`config.mk`:
```
export PLATFORM = sky130hd
export DESIGN_NAME = instr_fetch
export DESIGN_NICKNAME = d
export VERILOG_FILES = /design/src/rtl/instr_fetch_pkg.sv /design/src/rtl/instr_fetch_pc_reg.sv /design/src/rtl/instr_fetch.sv
export SDC_FILE = /design/constraint.sdc
export NUM_CORES = 1
export LEC_CHECK = 0
export CELL_PAD_IN_SITES_DETAIL_PLACEMENT = 0
export CELL_PAD_IN_SITES_GLOBAL_PLACEMENT = 1
export CORE_MARGIN = 1.5
export CORE_UTILIZATION = 36
export CTS_BUF_LIST = sky130_fd_sc_hd__clkbuf_4 sky130_fd_sc_hd__clkbuf_8
export DETAILED_ROUTE_END_ITERATION = 7
export PLACE_DENSITY = 0.89
export RECOVER_POWER = 25
export SLEW_MARGIN = 0
export SYNTH_ARGS = -nofsm -noshare
export SYNTH_HDL_FRONTEND = slang
export SYNTH_HIERARCHICAL = 1
export SYNTH_SLANG_ARGS = --single-unit
```
`constraint.sdc`:
```
create_clock -name clk -period 2.95 [get_ports clk]
set_clock_uncertainty 0.05 [all_clocks]
set_input_delay 0.4425 -clock clk [delete_from_list [all_inputs] [get_ports clk]]
set_output_delay 0.4425 -clock clk [all_outputs]
set_load 0.02 [all_outputs]
```
`src/rtl/instr_fetch_pkg.sv`:
```
// instr_fetch_pkg: opcode encodings and fetch FSM states shared with the control unit
package instr_fetch_pkg;
  localparam int OP_W = 3;
  localparam logic [OP_W-1:0] OP_0 = 3'd0;
  localparam logic [OP_W-1:0] OP_1 = 3'd1;
  localparam logic [OP_W-1:0] OP_2 = 3'd2;
  localparam logic [OP_W-1:0] OP_3 = 3'd3;
  localparam logic [OP_W-1:0] OP_4 = 3'd4;
  localparam logic [OP_W-1:0] OP_5 = 3'd5;
  localparam logic [OP_W-1:0] OP_6 = 3'd6;
  localparam logic [OP_W-1:0] OP_7 = 3'd7;
  typedef enum logic {IDLE = 1'b0, WAIT = 1'b1} state_e;
endpackage

```
`src/rtl/instr_fetch_pc_reg.sv`:
```
// instr_fetch_pc_reg: program counter with load-over-increment priority and natural wrap
module instr_fetch_pc_reg #(
  parameter int ADDR_W = 8,
  parameter logic [ADDR_W-1:0] RESET_PC = '0
) (
  input  logic              clk,
  input  logic              clr,
  input  logic              load,
  input  logic [ADDR_W-1:0] load_val,
  input  logic              inc,
  output logic [ADDR_W-1:0] pc
);
  logic [ADDR_W-1:0] pc_d, pc_q;
  always_comb pc_d = load ? load_val : inc ? pc_q + 1'b1 : pc_q;
  always_ff @(posedge clk or negedge clr)
    if (!clr) pc_q <= RESET_PC;
    else pc_q <= pc_d;
  assign pc = pc_q;
endmodule

```
`src/rtl/instr_fetch.sv`:
```
// instr_fetch: fetches one instruction word per en_fetch into the IR and advances the PC.
// Optional WAIT timeout with sticky fetch_err when FETCH_TIMEOUT_EN is defined.
module instr_fetch
  import instr_fetch_pkg::*;
#(
  parameter int ADDR_W = 8,
  parameter int INSTR_W = 16,
  parameter int OP_W = instr_fetch_pkg::OP_W,
  parameter logic [ADDR_W-1:0] RESET_PC = '0,
  parameter int TIMEOUT_CYC = 16
) (
  input  logic               clk,
  input  logic               clr,
  input  logic               en_fetch,
  input  logic               jump,
  input  logic [ADDR_W-1:0]  jump_addr,
  output logic               mem_req,
  output logic [ADDR_W-1:0]  mem_addr,
  input  logic [INSTR_W-1:0] mem_rdata,
  input  logic               mem_rvalid,
  output logic [OP_W-1:0]    op,
  output logic [ADDR_W-1:0]  operand,
  output logic               instr_valid,
  output logic [ADDR_W-1:0]  pc,
  output logic               busy,
  output logic               fetch_err
);
  state_e state_d, state_q;
  logic mem_req_d, mem_req_q, instr_valid_d, instr_valid_q, squash_d, squash_q, pc_inc;
  logic [ADDR_W-1:0] mem_addr_d, mem_addr_q;
  logic [INSTR_W-1:0] ir_d, ir_q;
  logic unused_ir;
`ifdef FETCH_TIMEOUT_EN
  localparam int CNT_W = $clog2(TIMEOUT_CYC + 1);
  logic [CNT_W-1:0] cnt_d, cnt_q;
  logic err_d, err_q, tmo;
  assign tmo = cnt_q == CNT_W'(TIMEOUT_CYC - 1);
`endif
  always_comb begin
    state_d = state_q;
    mem_req_d = mem_req_q;
    mem_addr_d = mem_addr_q;
    ir_d = ir_q;
    squash_d = squash_q;
    instr_valid_d = 1'b0;
    pc_inc = 1'b0;
`ifdef FETCH_TIMEOUT_EN
    err_d = err_q;
    cnt_d = (state_q == WAIT && !mem_rvalid) ? cnt_q + 1'b1 : '0;
`endif
    if (state_q == IDLE) begin
      if (en_fetch) begin
        state_d = WAIT;
        mem_req_d = 1'b1;
        mem_addr_d = pc;
      end
    end else if (mem_rvalid) begin
      state_d = IDLE;
      mem_req_d = 1'b0;
      squash_d = 1'b0;
      // a jump in the completing cycle squashes this word too
      if (!(squash_q || jump)) begin
        ir_d = mem_rdata;
        instr_valid_d = 1'b1;
        pc_inc = 1'b1;
      end
    end else begin
      squash_d = squash_q | jump;
`ifdef FETCH_TIMEOUT_EN
      if (tmo) begin
        state_d = IDLE;
        mem_req_d = 1'b0;
        squash_d = 1'b0;
        err_d = 1'b1;
        cnt_d = '0;
      end
`endif
    end
  end
  always_ff @(posedge clk or negedge clr)
    if (!clr) begin
      state_q <= IDLE;
      mem_req_q <= 1'b0;
      mem_addr_q <= '0;
      ir_q <= '0;
      instr_valid_q <= 1'b0;
      squash_q <= 1'b0;
    end else begin
      state_q <= state_d;
      mem_req_q <= mem_req_d;
      mem_addr_q <= mem_addr_d;
      ir_q <= ir_d;
      instr_valid_q <= instr_valid_d;
      squash_q <= squash_d;
    end
`ifdef FETCH_TIMEOUT_EN
  always_ff @(posedge clk or negedge clr)
    if (!clr) begin
      cnt_q <= '0;
      err_q <= 1'b0;
    end else begin
      cnt_q <= cnt_d;
      err_q <= err_d;
    end
  assign fetch_err = err_q;
`else
  assign fetch_err = 1'b0;
`endif
  instr_fetch_pc_reg #(.ADDR_W(ADDR_W), .RESET_PC(RESET_PC)) u_pc_reg (
    .clk(clk),
    .clr(clr),
    .load(jump),
    .load_val(jump_addr),
    .inc(pc_inc),
    .pc(pc)
  );
  assign unused_ir = ^ir_q[INSTR_W-OP_W-1:ADDR_W];
  assign mem_req = mem_req_q;
  assign mem_addr = mem_addr_q;
  assign op = ir_q[INSTR_W-1 -: OP_W];
  assign operand = ir_q[ADDR_W-1:0];
  assign instr_valid = instr_valid_q;
  assign busy = state_q == WAIT;
endmodule

```
# ---- Yosys cells after proc, flatten, opt, wreduce, memory -nomap -nowiden
# Index checks and enable logic that the tools add are counted.
dict set report totals {
  regBits 36
  latchBits 0
  ram_bits 0
  romBits 0
  input_bits 29
  out_inout_bits 31
  wordCells 30
  mem_count 0
}
dict set report classes {
  addsub 1
  mul 0
  div_mod_pow 0
  magnitude_cmp 0
  n_eq_ne 1
  shift 0
  muxes 12
  n_bitwise 3
  reduce_logical 6
}
# cell n
set op_table {}
lappend op_table {{two-way mux 8 bit} 2}
lappend op_table {{two-way mux 1 bit} 10}
lappend op_table {{adder 8 x 1 -> 8 bit, second input constant} 1}
lappend op_table {{AND reduction 2 bit} 2}
lappend op_table {{nonzero test 2 bit} 2}
lappend op_table {{AND reduction 3 bit} 1}
lappend op_table {{inequality test 2 bit, second input constant} 1}
lappend op_table {{inverter 1 bit} 2}
lappend op_table {{logical OR 1 bit} 1}
lappend op_table {{OR 1 bit} 1}

# ---- Depth between registers and ports, before layout
dict set report logic_depth {
  depth_word 6
  depth_mapped 6
  ltp_nobuf 4
}

# ---- Cells and area by module
# Netlist, hierarchy kept.
# module n_inst cells_each area_per_inst_um2 seq_area_each_um2
set modules_own_cells {}
lappend modules_own_cells {instr_fetch 1 55 914.6 575.6}
lappend modules_own_cells {instr_fetch_pc_reg 1 50 461.7 200.2}

# ---- Worst setup path after synthesis
# Ideal clock, no wire load.
dict set report synth_timing {
  path_type {register to register}
  start {register state_q (netlist: busy)}
  end {register u_pc_reg.pc_q[7] (netlist: u_pc_reg/pc[7])}
  arrival_ns 1.783
  slack_ns 1.048
  path_stages_with_launch 7
  period_less_slack_ns 1.902
  path_cell_list {dfrtp_1 and4bb_4 buf_12 buf_4 nand4_4 or4_1 nand3_1}
}
dict set report synth_between {
  elab_chain_cells 2
}
# element line_no
set synth_rtl {}
lappend synth_rtl {{from (decl)} instr_fetch.sv:28} ;# state_e state_d, state_q;
lappend synth_rtl {{from (signal assigned)} instr_fetch.sv:89} ;# state_q <= state_d;
lappend synth_rtl {{two-way mux 1 bit} -}
lappend synth_rtl {{net instr_valid_d} instr_fetch.sv:29} ;# logic mem_req_d, mem_req_q, instr_valid_d, instr_valid_q, squash_d, squash_q, pc_inc;
lappend synth_rtl {{nonzero test 2 bit (no line)} -}
lappend synth_rtl {{to (signal assigned)} instr_fetch_pc_reg.sv:17} ;# else pc_q <= pc_d;
lappend synth_rtl {{to (decl)} instr_fetch_pc_reg.sv:13} ;# logic [ADDR_W-1:0] pc_d, pc_q;
# The timed path passes the listed nets, and every way through them passes these cells.
# A chain may end at the register's enable or synchronous reset.

==> metrics <==
status=finished with violations; failing checks=capacitance limit, slew limit; Yosys reg bits=31; full die area=4200 µm²; Layout Utilization=54.7%; first-pass GRT wire length=5.16 mm; Ant. Diodes=0; Worst EP required=2.99 ns; initial drt markers=34; largest net degree at the start of global routing=32; routed vias/inst=4.81; Initial Utilization=37.6%; final setup fails=0; peak supply drop=448 µV; CTS H-tree lvls=2; Post-Synth XOR/XNOR Area=2.55%; DRC viols=0; sequential share of the synthesized area=56.4%; Nets=191; PwrDens=761 nW/µm²; max-cap violation count=1; slew margin rel.=-8.43%; average routed wire per standard cell=15.1 µm; Yosys top cell by area=dfrtp_1; post-synthesis mux area share=18.7%; Final GP Congestion=0.808; io pins=60; area grow syn2layout=45.5%; syn_nets=135; cts hold-fix bufs=0; most used routing layer=met2; crit-path cells=dlygate4sd3_1, clkbuf_1; Synth top area share=56.4%; unique cell type count in the Yosys netlist=25; RSZ-0062 raised after global routing=false; Avg Cell Area, Syn=13.1 µm²; Post-Synth Simple-Gate Area=12.6%; Worst path slowest cell=clkbuf_1; Fmax=475 MHz; Synth Area in Compound Gates=4.45%; Post-Synth Adder-Cell Area=0.909%; CTS tree=yes; CP Capture Type=async pin; Slew Viols, Final=32; crit path max fanout=31; total number of cells along the worst setup path=2; hold depth=1; Core ar.=3660 µm²; Layout Cell Area excl Fill=2000 µm²; Routed WL=3.14 mm; DRT Pass-1 Iters=4; Period minus WS final=2.11 ns; vias in the first global route=1091; CP delay by family, top=buffers and inverters; GRT overflow=0; yosys warns=6; Crit path largest cell delay=1.18 ns; chip height=64.8 µm; Crit Path Category=in2async; met2 Use GR=28.7%; number of port buffers=53; vias post-DR=1000; DP Wirelength=2.21 mm; fin crit share=71.4%; clk_lat worst skew=0.28 ns; CP arrival=2.14 ns; setup TNS=0 ns; post-CTS setup buffer count=0; LEAKAGE=0.827 nW; met1 Use GR=18.7%; Worst Setup Start Kind=primary input; Num CTS Buffers=5; initial antenna violation count=0; Root Driver=clkbuf_8; top cells by area, synth=dfrtp_1 (56%), mux2_4 (9.8%), mux2_2 (8.2%); Crit path buffers/inverters=2; Post-Synthesis Cells=105; PostCTS Resize Cnt=0; GRT Total Usage=16.9%; Final Hold Viols=0; clock slew seen by the registers of the worst setup and hold paths=0.06 ns; GR Util met3=5.38%; DRT antenna net count=0; cell row count=22; die span in x=64.8 µm; CTS sink count=31; R2R depth=4; slew at the pin with the worst max-slew slack=1.63 ns; Bufs on Longest Clock Path=2; Mapped Area=1380 µm²; Placement Cell Area=1930 µm²; worst min path class=reg2reg; share of cells above drive strength 1=17.5%; main combinational cell family by area after synthesis=multiplexers; Filler Cell Count=330
==> per-stage QoR <==
step | power (W) | std cells | hold slack (ns) | setup slack [ns]
detailed placement | 0.00123 | 202 | 0.447 | 0.617
floorplan | 0.000925 | 105 | 0.0969 | 1.05
global route | 0.00161 | 208 | 0.477 | 0.460
CTS | 0.00155 | 208 | 0.460 | 0.918
finish | 0.00152 | 208 | 0.454 | 0.844
global placement | 0.00121 | 202 | 0.438 | 0.674
==> cell families after synthesis <==
| kind of cell | Yosys count |
|---|---|
| other | 1 |
| XOR/XNOR | 4 |
| AND/OR/NAND/NOR | 29 |
| adder cells (fa/ha/maj) | 1 |
| flip-flops | 31 |
| multiplexers | 20 |
| AO/OA/AOI/OAI | 12 |
| buffers and inverters | 7 |
==> worst paths after layout <==
kind	from	to	slack, ns
worst min register to register	mem_addr[4]	mem_addr[4]	0.45
max in group clk	mem_rvalid	u_pc_reg/pc[7]	0.90
worst max register to register	busy	u_pc_reg/pc[7]	1.12
worst max-delay path	clr	ir_q[1]	0.84
worst min-delay path	mem_addr[4]	mem_addr[4]	0.45
min in group asynchronous	clr	u_pc_reg/pc[5]	1.06
==> placed cells by master (no fill, tap or decap) <==
cell / count
nand2_1: 10
clkbuf_8: 5
o22ai_1: 1
clkdlybuf4s50_1: 52
nand4_4: 1
clkbuf_1: 1
xor2_1: 3
mux2_2: 10
dfrtp_1: 31
mux2_4: 9
a21oi_1: 3
xnor2_1: 1
and4bb_4: 1
o21ai_1: 6
nand3_1: 5
ha_1: 1
or4_1: 3
clkbuf_4: 1
o21ai_0: 2
buf_4: 1
dlygate4sd3_1: 1
nor2_1: 2
inv_1: 1
conb_1: 1
nand4_1: 3
nor2b_1: 4
mux2i_1: 1
==> state kept, by name (all words and copies together), names as in the netlist <==
| register | flops |
|---|---|
| mem_req | 1 |
| u_pc_reg/pc | 8 |
| squash_q | 1 |
| ir_q | 11 |
| instr_valid | 1 |
| busy | 1 |
| mem_addr | 8 |
==> cell type report <==
| cell class | instances | area (µm²) | area share (%) |
|---|---|---|---|
| repair buffers | 55 | 542 | 27.1 |
| inverters | 1 | 3.75 | 0.188 |
| well taps | 48 | 60.1 | 3.00 |
| multi-input cells | 67 | 544 | 27.2 |
| clock buffers | 6 | 76.3 | 3.81 |
| flip-flops and latches | 31 | 776 | 38.8 |
==> where the power goes <==
group	leakage, nW	switching [W]	internal [W]	total [W]
registers	0.374	0.0000835	0.000540	0.000624
logic	0.412	0.000259	0.000334	0.000593
clock network	0.0406	0.000141	0.000166	0.000307
total	0.827	0.000483	0.00104	0.00152
==> synth_stat cells, drive strengths merged <==
| cell type | instances |
|---|---|
| dfrtp | 31 |
| mux2 | 19 |
| nand2 | 10 |
| o21ai | 8 |
| buf | 5 |
| nand3 | 5 |
| nand4 | 4 |
| nor2b | 4 |
| a21oi | 3 |
| or4 | 3 |
| xor2 | 3 |
| nor2 | 2 |
| and4bb | 1 |
| clkbuf | 1 |
| conb | 1 |
| ha | 1 |
| inv | 1 |
| mux2i | 1 |
| o22ai | 1 |
| xnor2 | 1 |
==> metal layers <==
layer | vias to the layer above | routed length (µm) | part of all wire [%]
met5 | - | 0 | 0
met4 | 0 | 36 | 1.1
met3 | 2 | 189 | 6.0
met2 | 38 | 1620 | 52
met1 | 487 | 1290 | 41
li1 | 473 | - | -
(Power assumes the default switching activity.)
